### src/rtl/sr_pkg.sv
// Shared types and default constants for the SR latch driver.
//
// Contents:
//   sr_state_e    FSM state encoding {IDLE, DEAD, PULSE, CHECK}
//   *_DEF         default pulse width, dead time, timeout and counter width
//   SYNC_LAT      depth of the q_fb synchronizer. CHECK ignores q_sync for
//                 this many cycles so that the value it compares reflects the
//                 latch after S/R have been released.
package sr_pkg;

   typedef enum logic [1:0] {
      IDLE  = 2'd0,
      DEAD  = 2'd1,
      PULSE = 2'd2,
      CHECK = 2'd3
   } sr_state_e;

   localparam int PULSE_W_DEF = 4;
   localparam int DEAD_W_DEF  = 2;
   localparam int TIMEOUT_DEF = 16;
   localparam int CNT_W_DEF   = 8;
   localparam int SYNC_LAT    = 2;

endpackage

### src/rtl/sync_2ff.sv
// Two-flop synchronizer for a single asynchronous level, cleared by reset.
//
// Ports:
//   clk   system clock
//   rst   synchronous active-high reset; clears both stages
//   d     asynchronous input
//   q     synchronized output, two clk cycles behind d
module sync_2ff (
   input  logic clk,
   input  logic rst,
   input  logic d,
   output logic q
);

   logic meta_q;
   logic sync_q;

   always_ff @(posedge clk) begin
      if (rst) begin
         meta_q <= 1'b0;
         sync_q <= 1'b0;
      end else begin
         meta_q <= d;
         sync_q <= meta_q;
      end
   end

   assign q = sync_q;

endmodule

### src/rtl/sr_latch_driver.sv
// Drives the S/R inputs of an external NOR SR latch with non-overlapping,
// fixed-width pulses preceded by dead time, then confirms the latch value
// through a synchronized Q readback.
//
// Ports:
//   clk        system clock
//   rst        synchronous active-high reset
//   req_valid  request present
//   req_set    1 = set latch, 0 = clear latch
//   req_ready  controller idle and able to accept a request
//   S, R       latch set / reset drive (registered, never both high)
//   q_fb       latch Q, asynchronous to clk
//   done       one-cycle pulse: request completed and Q verified
//   err        one-cycle pulse: Q did not reach the target in TIMEOUT cycles
//   q_state    last verified latch value
//
// Build option:
//   SR_SKIP_REDUNDANT_EN  when defined, a request whose target already matches
//                         q_sync completes with done on the next cycle and
//                         no S/R pulse.
//
// state | meaning
// IDLE  | req_ready high, waiting for a request
// DEAD  | S=R=0 for DEAD_W cycles ahead of the pulse
// PULSE | S=tgt, R=~tgt for PULSE_W cycles
// CHECK | S=R=0, waiting up to TIMEOUT cycles for q_sync==tgt
module sr_latch_driver
   import sr_pkg::*;
#(
   parameter int PULSE_W = PULSE_W_DEF,
   parameter int DEAD_W  = DEAD_W_DEF,
   parameter int TIMEOUT = TIMEOUT_DEF,
   parameter int CNT_W   = CNT_W_DEF
) (
   input  logic clk,
   input  logic rst,
   input  logic req_valid,
   input  logic req_set,
   output logic req_ready,
   output logic S,
   output logic R,
   input  logic q_fb,
   output logic done,
   output logic err,
   output logic q_state
);

   localparam logic [CNT_W-1:0] DEAD_LAST  = CNT_W'(DEAD_W - 1);
   localparam logic [CNT_W-1:0] PULSE_LAST = CNT_W'(PULSE_W - 1);
   localparam logic [CNT_W-1:0] TO_LAST    = CNT_W'(TIMEOUT - 1);
   localparam logic [CNT_W-1:0] SETTLE     = CNT_W'(SYNC_LAT);
   localparam logic [CNT_W-1:0] CNT_MAX    = '1;

   sr_state_e        state_q, state_d;
   logic [CNT_W-1:0] cnt_q, cnt_d;
   logic             tgt_q, tgt_d;
   logic             s_q, s_d;
   logic             r_q, r_d;
   logic             done_q, done_d;
   logic             err_q, err_d;
   logic             q_state_q, q_state_d;
   logic             req_ready_q, req_ready_d;
   logic             q_sync;
   logic             accept;
   logic             check_open;

   sync_2ff u_sync (
      .clk (clk),
      .rst (rst),
      .d   (q_fb),
      .q   (q_sync)
   );

   assign accept = req_valid && req_ready_q && (state_q == IDLE);

   // The first SYNC_LAT samples in CHECK may still carry pre-release values;
   // the final timeout cycle is always open so tiny TIMEOUT values still work.
   assign check_open = (cnt_q >= SETTLE) || (cnt_q == TO_LAST);

   always_comb begin
      state_d   = state_q;
      cnt_d     = (cnt_q == CNT_MAX) ? cnt_q : cnt_q + 1'b1;
      tgt_d     = tgt_q;
      done_d    = 1'b0;
      err_d     = 1'b0;
      q_state_d = q_state_q;

      case (state_q)
         IDLE: begin
            cnt_d = '0;
            if (accept) begin
               tgt_d = req_set;
`ifdef SR_SKIP_REDUNDANT_EN
               if (q_sync == req_set) begin
                  done_d    = 1'b1;
                  q_state_d = req_set;
               end else begin
                  state_d = DEAD;
               end
`else
               state_d = DEAD;
`endif
            end
         end
         DEAD: begin
            if (cnt_q == DEAD_LAST) begin
               state_d = PULSE;
               cnt_d   = '0;
            end
         end
         PULSE: begin
            if (cnt_q == PULSE_LAST) begin
               state_d = CHECK;
               cnt_d   = '0;
            end
         end
         CHECK: begin
            if (check_open && (q_sync == tgt_q)) begin
               done_d    = 1'b1;
               q_state_d = tgt_q;
               state_d   = IDLE;
            end else if (cnt_q == TO_LAST) begin
               err_d   = 1'b1;
               state_d = IDLE;
            end
         end
         default: state_d = IDLE;
      endcase

      // Outputs are registered from the next state so they line up with it.
      s_d         = (state_d == PULSE) &&  tgt_d;
      r_d         = (state_d == PULSE) && !tgt_d;
      req_ready_d = (state_d == IDLE);
   end

   always_ff @(posedge clk) begin
      if (rst) begin
         state_q     <= IDLE;
         cnt_q       <= '0;
         tgt_q       <= 1'b0;
         s_q         <= 1'b0;
         r_q         <= 1'b0;
         done_q      <= 1'b0;
         err_q       <= 1'b0;
         q_state_q   <= 1'b0;
         req_ready_q <= 1'b0;
      end else begin
         state_q     <= state_d;
         cnt_q       <= cnt_d;
         tgt_q       <= tgt_d;
         s_q         <= s_d;
         r_q         <= r_d;
         done_q      <= done_d;
         err_q       <= err_d;
         q_state_q   <= q_state_d;
         req_ready_q <= req_ready_d;
      end
   end

   assign S         = s_q;
   assign R         = r_q;
   assign done      = done_q;
   assign err       = err_q;
   assign q_state   = q_state_q;
   assign req_ready = req_ready_q;

endmodule

### config.mk
export PLATFORM = sky130hd
export DESIGN_NAME = sr_latch_driver
export DESIGN_NICKNAME = d
export VERILOG_FILES = /design/src/rtl/sr_pkg.sv /design/src/rtl/sync_2ff.sv /design/src/rtl/sr_latch_driver.sv
export SDC_FILE = /design/constraint.sdc
export NUM_CORES = 1
export LEC_CHECK = 0
export ABC_AREA = 1
export BUFFER_PORTS_ARGS = -buffer_cell sky130_fd_sc_hd__buf_2
export CAP_MARGIN = 5
export CORE_AREA = 4 4 84 47
export DETAILED_ROUTE_END_ITERATION = 12
export DIE_AREA = 0 0 88 51
export PLACE_DENSITY_LB_ADDON = 0.08
export SKIP_CTS_REPAIR_TIMING = 1
export SYNTH_ARGS = -nofsm -noshare
export SYNTH_HDL_FRONTEND = slang
export SYNTH_HIERARCHICAL = 1
export SYNTH_SLANG_ARGS = --single-unit
### constraint.sdc
create_clock -name clk -period 3.55 [get_ports clk]
set_input_delay 0 -clock clk [delete_from_list [all_inputs] [get_ports clk]]
set_output_delay 0 -clock clk [all_outputs]
set_load 0.05 [all_outputs]
# == Word-level counts from Yosys, hierarchy flattened ==
# Index checks and enable logic that the tools add are counted.
# totals
register_bits,19
in_bits,5
output_inout_bits,6
# op_classes
n_addsub,1
order_cmp,1
n_eq_ne,9
mux,14
bitwise,1
n_reduce_logical,12
# ops
cell,n
$mux W8,3
$pmux W8 S3,1
$mux W2,5
$add A8 B1 Y8 const B,1
$eq A8 B1 Y1 const B,1
$eq A8 B2 Y1 const B,1
$eq A8 B4 Y1 const B,1
$eq A8 B8 Y1 const B,1
$ge A8 B2 Y1 const B,1
$pmux W2 S4,1
$eq A2 B2 Y1 const B,3
$logic_and A1 B1 Y1,5
$logic_not A2 Y1,2
$mux W1,4
$reduce_or A3 Y1,1
$eq A2 B1 Y1 const B,1
$reduce_and A2 Y1,1
$reduce_or A2 Y1,1
$eq A1 B1 Y1,1
$logic_not A1 Y1,1
$logic_or A1 B1 Y1,1
$not A1 Y1,1

# == Depth between registers and ports, before layout ==
# logic_depth
word_depth,7
mapped_depth,11
depth_no_buf,11

# == Modules after synthesis ==
# The synthesis kept the hierarchy.
# by_module_without_submodules
module,instances,cells_each,area_each_um2,seq_area_each_um2
sr_latch_driver,1,114,858.3,340.3
sync_2ff,1,6,55.1,40.0

# == Least setup slack after synthesis ==
# Ideal clock, no wire load.
# synth_timing
path_type,reg-to-reg
start,reg cnt_q[0]
end,"reg s_q, in the netlist S"
setup_ns,0.065
arrival_time_ns,1.308
path_slack_ns,2.178
path_stages_with_launch,12
n_path_buf,0
synth_period_minus_slack_ns,1.372
cell_sequence,dfxtp_1 > inv_1 > ha_1 > nor2_1 > nand2_1 > o21ai_4 > nand2_1 > nand2_1 > nand2_2 > nor2_4 > nand2_2 > nor2_1
# synth_between
elab_chain_len,7
# synth_lines
element,line,rtl
start: declaration,sr_latch_driver.sv:55,"logic [CNT_W-1:0] cnt_q, cnt_d;"
start signal: assignment,sr_latch_driver.sv:149,cnt_q <= cnt_d;
$ge A8 B2 Y1 / $eq A8 B4 Y1 (equally long branches),"sr_latch_driver.sv:78, sr_latch_driver.sv:122",
$logic_or A1 B1 Y1,sr_latch_driver.sv:78,assign check_open = (cnt_q >= SETTLE) || (cnt_q == TO_LAST);
$logic_and A1 B1 Y1,sr_latch_driver.sv:118,if (check_open && (q_sync == tgt_q)) begin
$mux W2,sr_latch_driver.sv:118,
$pmux W2 S4 (*),sr_latch_driver.sv:88,case (state_q)
$eq A2 B2 Y1 (*),sr_latch_driver.sv:131,s_d = (state_d == PULSE) && tgt_d;
$logic_and A1 B1 Y1 (*),sr_latch_driver.sv:131,
end signal: assignment,sr_latch_driver.sv:141,s_q <= 1'b0;
end signal: assignment,sr_latch_driver.sv:151,s_q <= s_d;
end: declaration,sr_latch_driver.sv:57,"logic s_q, s_d;"
# Mark *: on every way between the ends. The rest lies on a longest branch, timed or not.
# A chain may end at the register's enable or synchronous reset.

# == Worst setup path in the final report ==
# layout_timing
start,reg cnt_q[1]
end,reg state_q[0]
# layout_between
elab_chain_len,5
# layout_lines
element,line,rtl
$ge A8 B2 Y1 / $eq A8 B4 Y1 (equally long branches),"sr_latch_driver.sv:78, sr_latch_driver.sv:122",
$logic_or A1 B1 Y1,sr_latch_driver.sv:78,
$logic_and A1 B1 Y1,sr_latch_driver.sv:118,
$mux W2,sr_latch_driver.sv:118,
$pmux W2 S4 (*),sr_latch_driver.sv:88,
end signal: assignment,sr_latch_driver.sv:148,state_q <= state_d;
end: declaration,sr_latch_driver.sv:54,"sr_state_e state_q, state_d;"
# Marked as above.

==> metrics.log <==
[metrics] final-report hold violation count: 1
[metrics] horizontal die dimension: between 80 and 90 microns
[metrics] drt wl/cell: between 10 and 15 microns
[metrics] Pre-antenna DRT Iters: 4
[metrics] post-detailed-routing wire length: 1.91 mm
[metrics] kind of critical path: reg -> reg
[metrics] number of antenna violations at the first check in global routing: 0
[metrics] via total after detailed routing: 750
[metrics] count of mapped cells out of synthesis: between 100 and 150
[metrics] Max Cap Violations: 0
[metrics] number of instances on the worst hold path: 2
[metrics] Worst Hold Launch: rst
[metrics] RePlAce Congestion: around 0.74
[metrics] grt ovf: 0
[metrics] launch point of the worst path: cnt_q[1]$_SDFF_PP0_
[metrics] max reg flops: 8
[metrics] initial cell density of the core: about 28%
[metrics] maximum clock skew at final layout: just over 0.0009 ns
[metrics] post-route minimum period: 1.57 ns
[metrics] Setup crit end kind: register
[metrics] number of clock buffers inserted by TritonCTS: 3
[metrics] port bufs: 10
[metrics] floorplan core area: 3250 sq um
[metrics] chip height: 51 microns
[metrics] Peak VDD IR: approximately 130 uV
[metrics] syn_area_per_cell: 7.61 sq um
[metrics] combined area of all synthesized cells: 913 sq um
[metrics] critical path peak fanout: 6
[metrics] Final period util: about 44%
[metrics] clock input transition at the sequential cells of the worst setup and hold paths: about 0.080 ns
[metrics] antenna diode count: 0
[metrics] routing layer with the top usage in global route: met1
[metrics] r2r worst-path depth: 10
[metrics] count of state elements after synthesis: 19
[metrics] via count of the first global-routing pass: between 600 and 700
[metrics] Final TNS setup: 0 ns
[metrics] Data required, critical path: around 3.7 ns
[metrics] post-detailed-route DRC marker count: 0
[metrics] Max-slew headroom: a little over two thirds
[metrics] nets@finish: between 100 and 150
[metrics] Min-Delay Path Class: in -> reg
[metrics] Total Die Area: between 4000 and 5000 sq um
[metrics] final count of negative-setup-slack endpoints: 0
[metrics] Final Hold Slack: -0.000144 ns
[metrics] fill cell total of the finished layout: 360
[metrics] share of synthesized area occupied by flip-flops and latches: a little over two fifths
[metrics] largest net degree at the start of global routing: 12
[metrics] Post-DP HPWL: 1.44 mm
[metrics] crit start category: register
[metrics] peak clock frequency supported by timing: around 0.64 GHz
[metrics] met2 global-route usage: ~11%
[metrics] Distinct cells, synth: 21
[metrics] fraction of final layout cells with drive strength greater than 1: around 22%
[metrics] register with the most flip-flops: cnt_q
[metrics] ANT nets after route: 0
[metrics] violated checks: negative hold slack
[metrics] clock latency of the later-clocked register in the worst-skew pair: 0.26 ns
[metrics] largest registers in the final layout: cnt_q x8, state_q x2
[metrics] I/O pin total: 11
[metrics] mean number of vias per cell: between 4 and 5
[metrics] measured slew at the worst slew-check pin: approximately 0.44 ns
[metrics] Clock Path Buffers: 2
[metrics] wire length of the first global-routing pass: roughly 3.2 mm
[metrics] site row count: 15
[metrics] Clock Tree Root: sky130_fd_sc_hd__clkbuf_8
[metrics] leakage: 0.473 nW
[metrics] met3 Resource Use GR: under 10%
[metrics] syn nets: around 130
[metrics] total routing resource utilization after global routing: about a tenth
[metrics] status: complete, but fails checks
[metrics] Yosys Warn Count: 6
[metrics] unrepaired setup endpoints after global routing: false
[metrics] clock tree from TritonCTS: built
[metrics] DR iter-0 viols: 22
[metrics] area growth from synthesis to layout: 17.4%
[metrics] Clock H-tree levels: 1
[metrics] Data arrival, critical path: approximately 1.7 ns
[metrics] met1 usage in global routing: 14.3%
[metrics] pwr/cell area: 403 nW/um^2
[metrics] CTS sink count: 19
[metrics] worst r2r src: cnt_q[1]$_SDFF_PP0_
[metrics] max-slew violation count: 0
[where the power goes]
group	internal [mW]	switching (mW)
sequential	0.220	0.00583
combinational	0.0154	0.0338
clock	0.0782	0.0784
[cells in the final DEF, fill, tap and decap left out, drive strengths merged]
master,instances
nand4,1
nor3,1
xnor2,1
ha,3
a2111oi,1
inv,18
buf,10
clkbuf,3
dlygate4sd3,1
nand2,23
xor2,3
a21oi,5
o21ai,8
nand3,5
dfxtp,19
nor2,32
clkinv,1
[synth_stat cells]
cell / number / share of area, %
sky130_fd_sc_hd__nand2_4: 1 / 1.2
sky130_fd_sc_hd__nand2_1: 19 / 7.8
sky130_fd_sc_hd__xor2_1: 3 / 2.9
sky130_fd_sc_hd__a21oi_2: 1 / 0.96
sky130_fd_sc_hd__nand3_1: 4 / 2.2
sky130_fd_sc_hd__inv_1: 18 / 7.4
sky130_fd_sc_hd__o21ai_4: 1 / 1.8
sky130_fd_sc_hd__nand4_1: 1 / 0.69
sky130_fd_sc_hd__o21ai_2: 1 / 0.96
sky130_fd_sc_hd__xnor2_1: 1 / 0.96
sky130_fd_sc_hd__a21oi_1: 4 / 2.2
sky130_fd_sc_hd__o21ai_0: 6 / 3.3
sky130_fd_sc_hd__dfxtp_1: 19 / 42
sky130_fd_sc_hd__a2111oi_0: 1 / 0.96
sky130_fd_sc_hd__nor2_4: 3 / 3.7
sky130_fd_sc_hd__nand3_2: 1 / 1.1
sky130_fd_sc_hd__nand2_2: 3 / 2.1
sky130_fd_sc_hd__ha_1: 3 / 4.1
sky130_fd_sc_hd__nor2_2: 4 / 2.7
sky130_fd_sc_hd__nor3_2: 1 / 1.1
sky130_fd_sc_hd__nor2_1: 25 / 10
[worst max-delay path: stages (launching register included)]
cell                      delay (ns)
sky130_fd_sc_hd__dfxtp_1        0.42
sky130_fd_sc_hd__ha_1           0.24
sky130_fd_sc_hd__nand3_1        0.15
sky130_fd_sc_hd__nor2_1         0.13
sky130_fd_sc_hd__nor2_1         0.06
sky130_fd_sc_hd__nand3_1        0.08
sky130_fd_sc_hd__nand2_1        0.06
sky130_fd_sc_hd__nor2_1         0.16
sky130_fd_sc_hd__inv_1          0.08
sky130_fd_sc_hd__nand2_1        0.06
sky130_fd_sc_hd__inv_1          0.03
[per-layer routing]
layer  share of wire (%)  up-vias
li1                    -      400
met1                  60      328
met2                  34       20
met3                 5.3        2
met4                0.73        0
met5                   0        -
[path summary, 6_finish.rpt]
check,slack [ns],end
worst max-delay path,1.98,state_q[0]$_SDFF_PP0_
worst min-delay path,-0.0001,u_sync/q$_SDFF_PP0_
worst max register to register,1.98,state_q[0]$_SDFF_PP0_
worst min register to register,0.41,u_sync/q$_SDFF_PP0_
[metrics by stage]
stage / total power [mW] / util (%) / instances / setup slack [ns] / cell area [sq um]
finish: 0.432 / 33.0 / 177 / 1.98 / 1070
global route: 0.453 / 33.0 / 177 / 1.76 / 1070
CTS: 0.437 / 32.7 / 176 / 1.96 / 1060
detailed placement: 0.279 / 31.3 / 172 / 1.98 / 1020
global placement: 0.280 / 31.3 / 172 / 1.93 / 1020
floorplan: 0.266 / - / 120 / 2.18 / 913
[final cells by class]
cell class,instances,area (sq um),share of cell area (%)
tap,42,52.6,4.90
multi-input combinational,83,465,43.4
clock inverter,1,5.00,0.467
timing repair buffer,11,60.1,5.60
clock buffer,3,41.3,3.85
sequential,19,380,35.5
inverter,18,67.6,6.30
[kinds of logic (layout without fill, tap and decap cells)]
group                      count (synthesis)  after routing  synth area share, %
and+or+nand+nor                           62             62                 32.9
AOI/OAI and AO/OA                         14             14                 10.1
buffers and inverters                     18             33                 7.40
DFF                                       19             19                 41.6
adders and majority gates                  3              3                 4.11
xor gates and xnor gates                   4              4                 3.84
(Power assumes the default switching activity.)
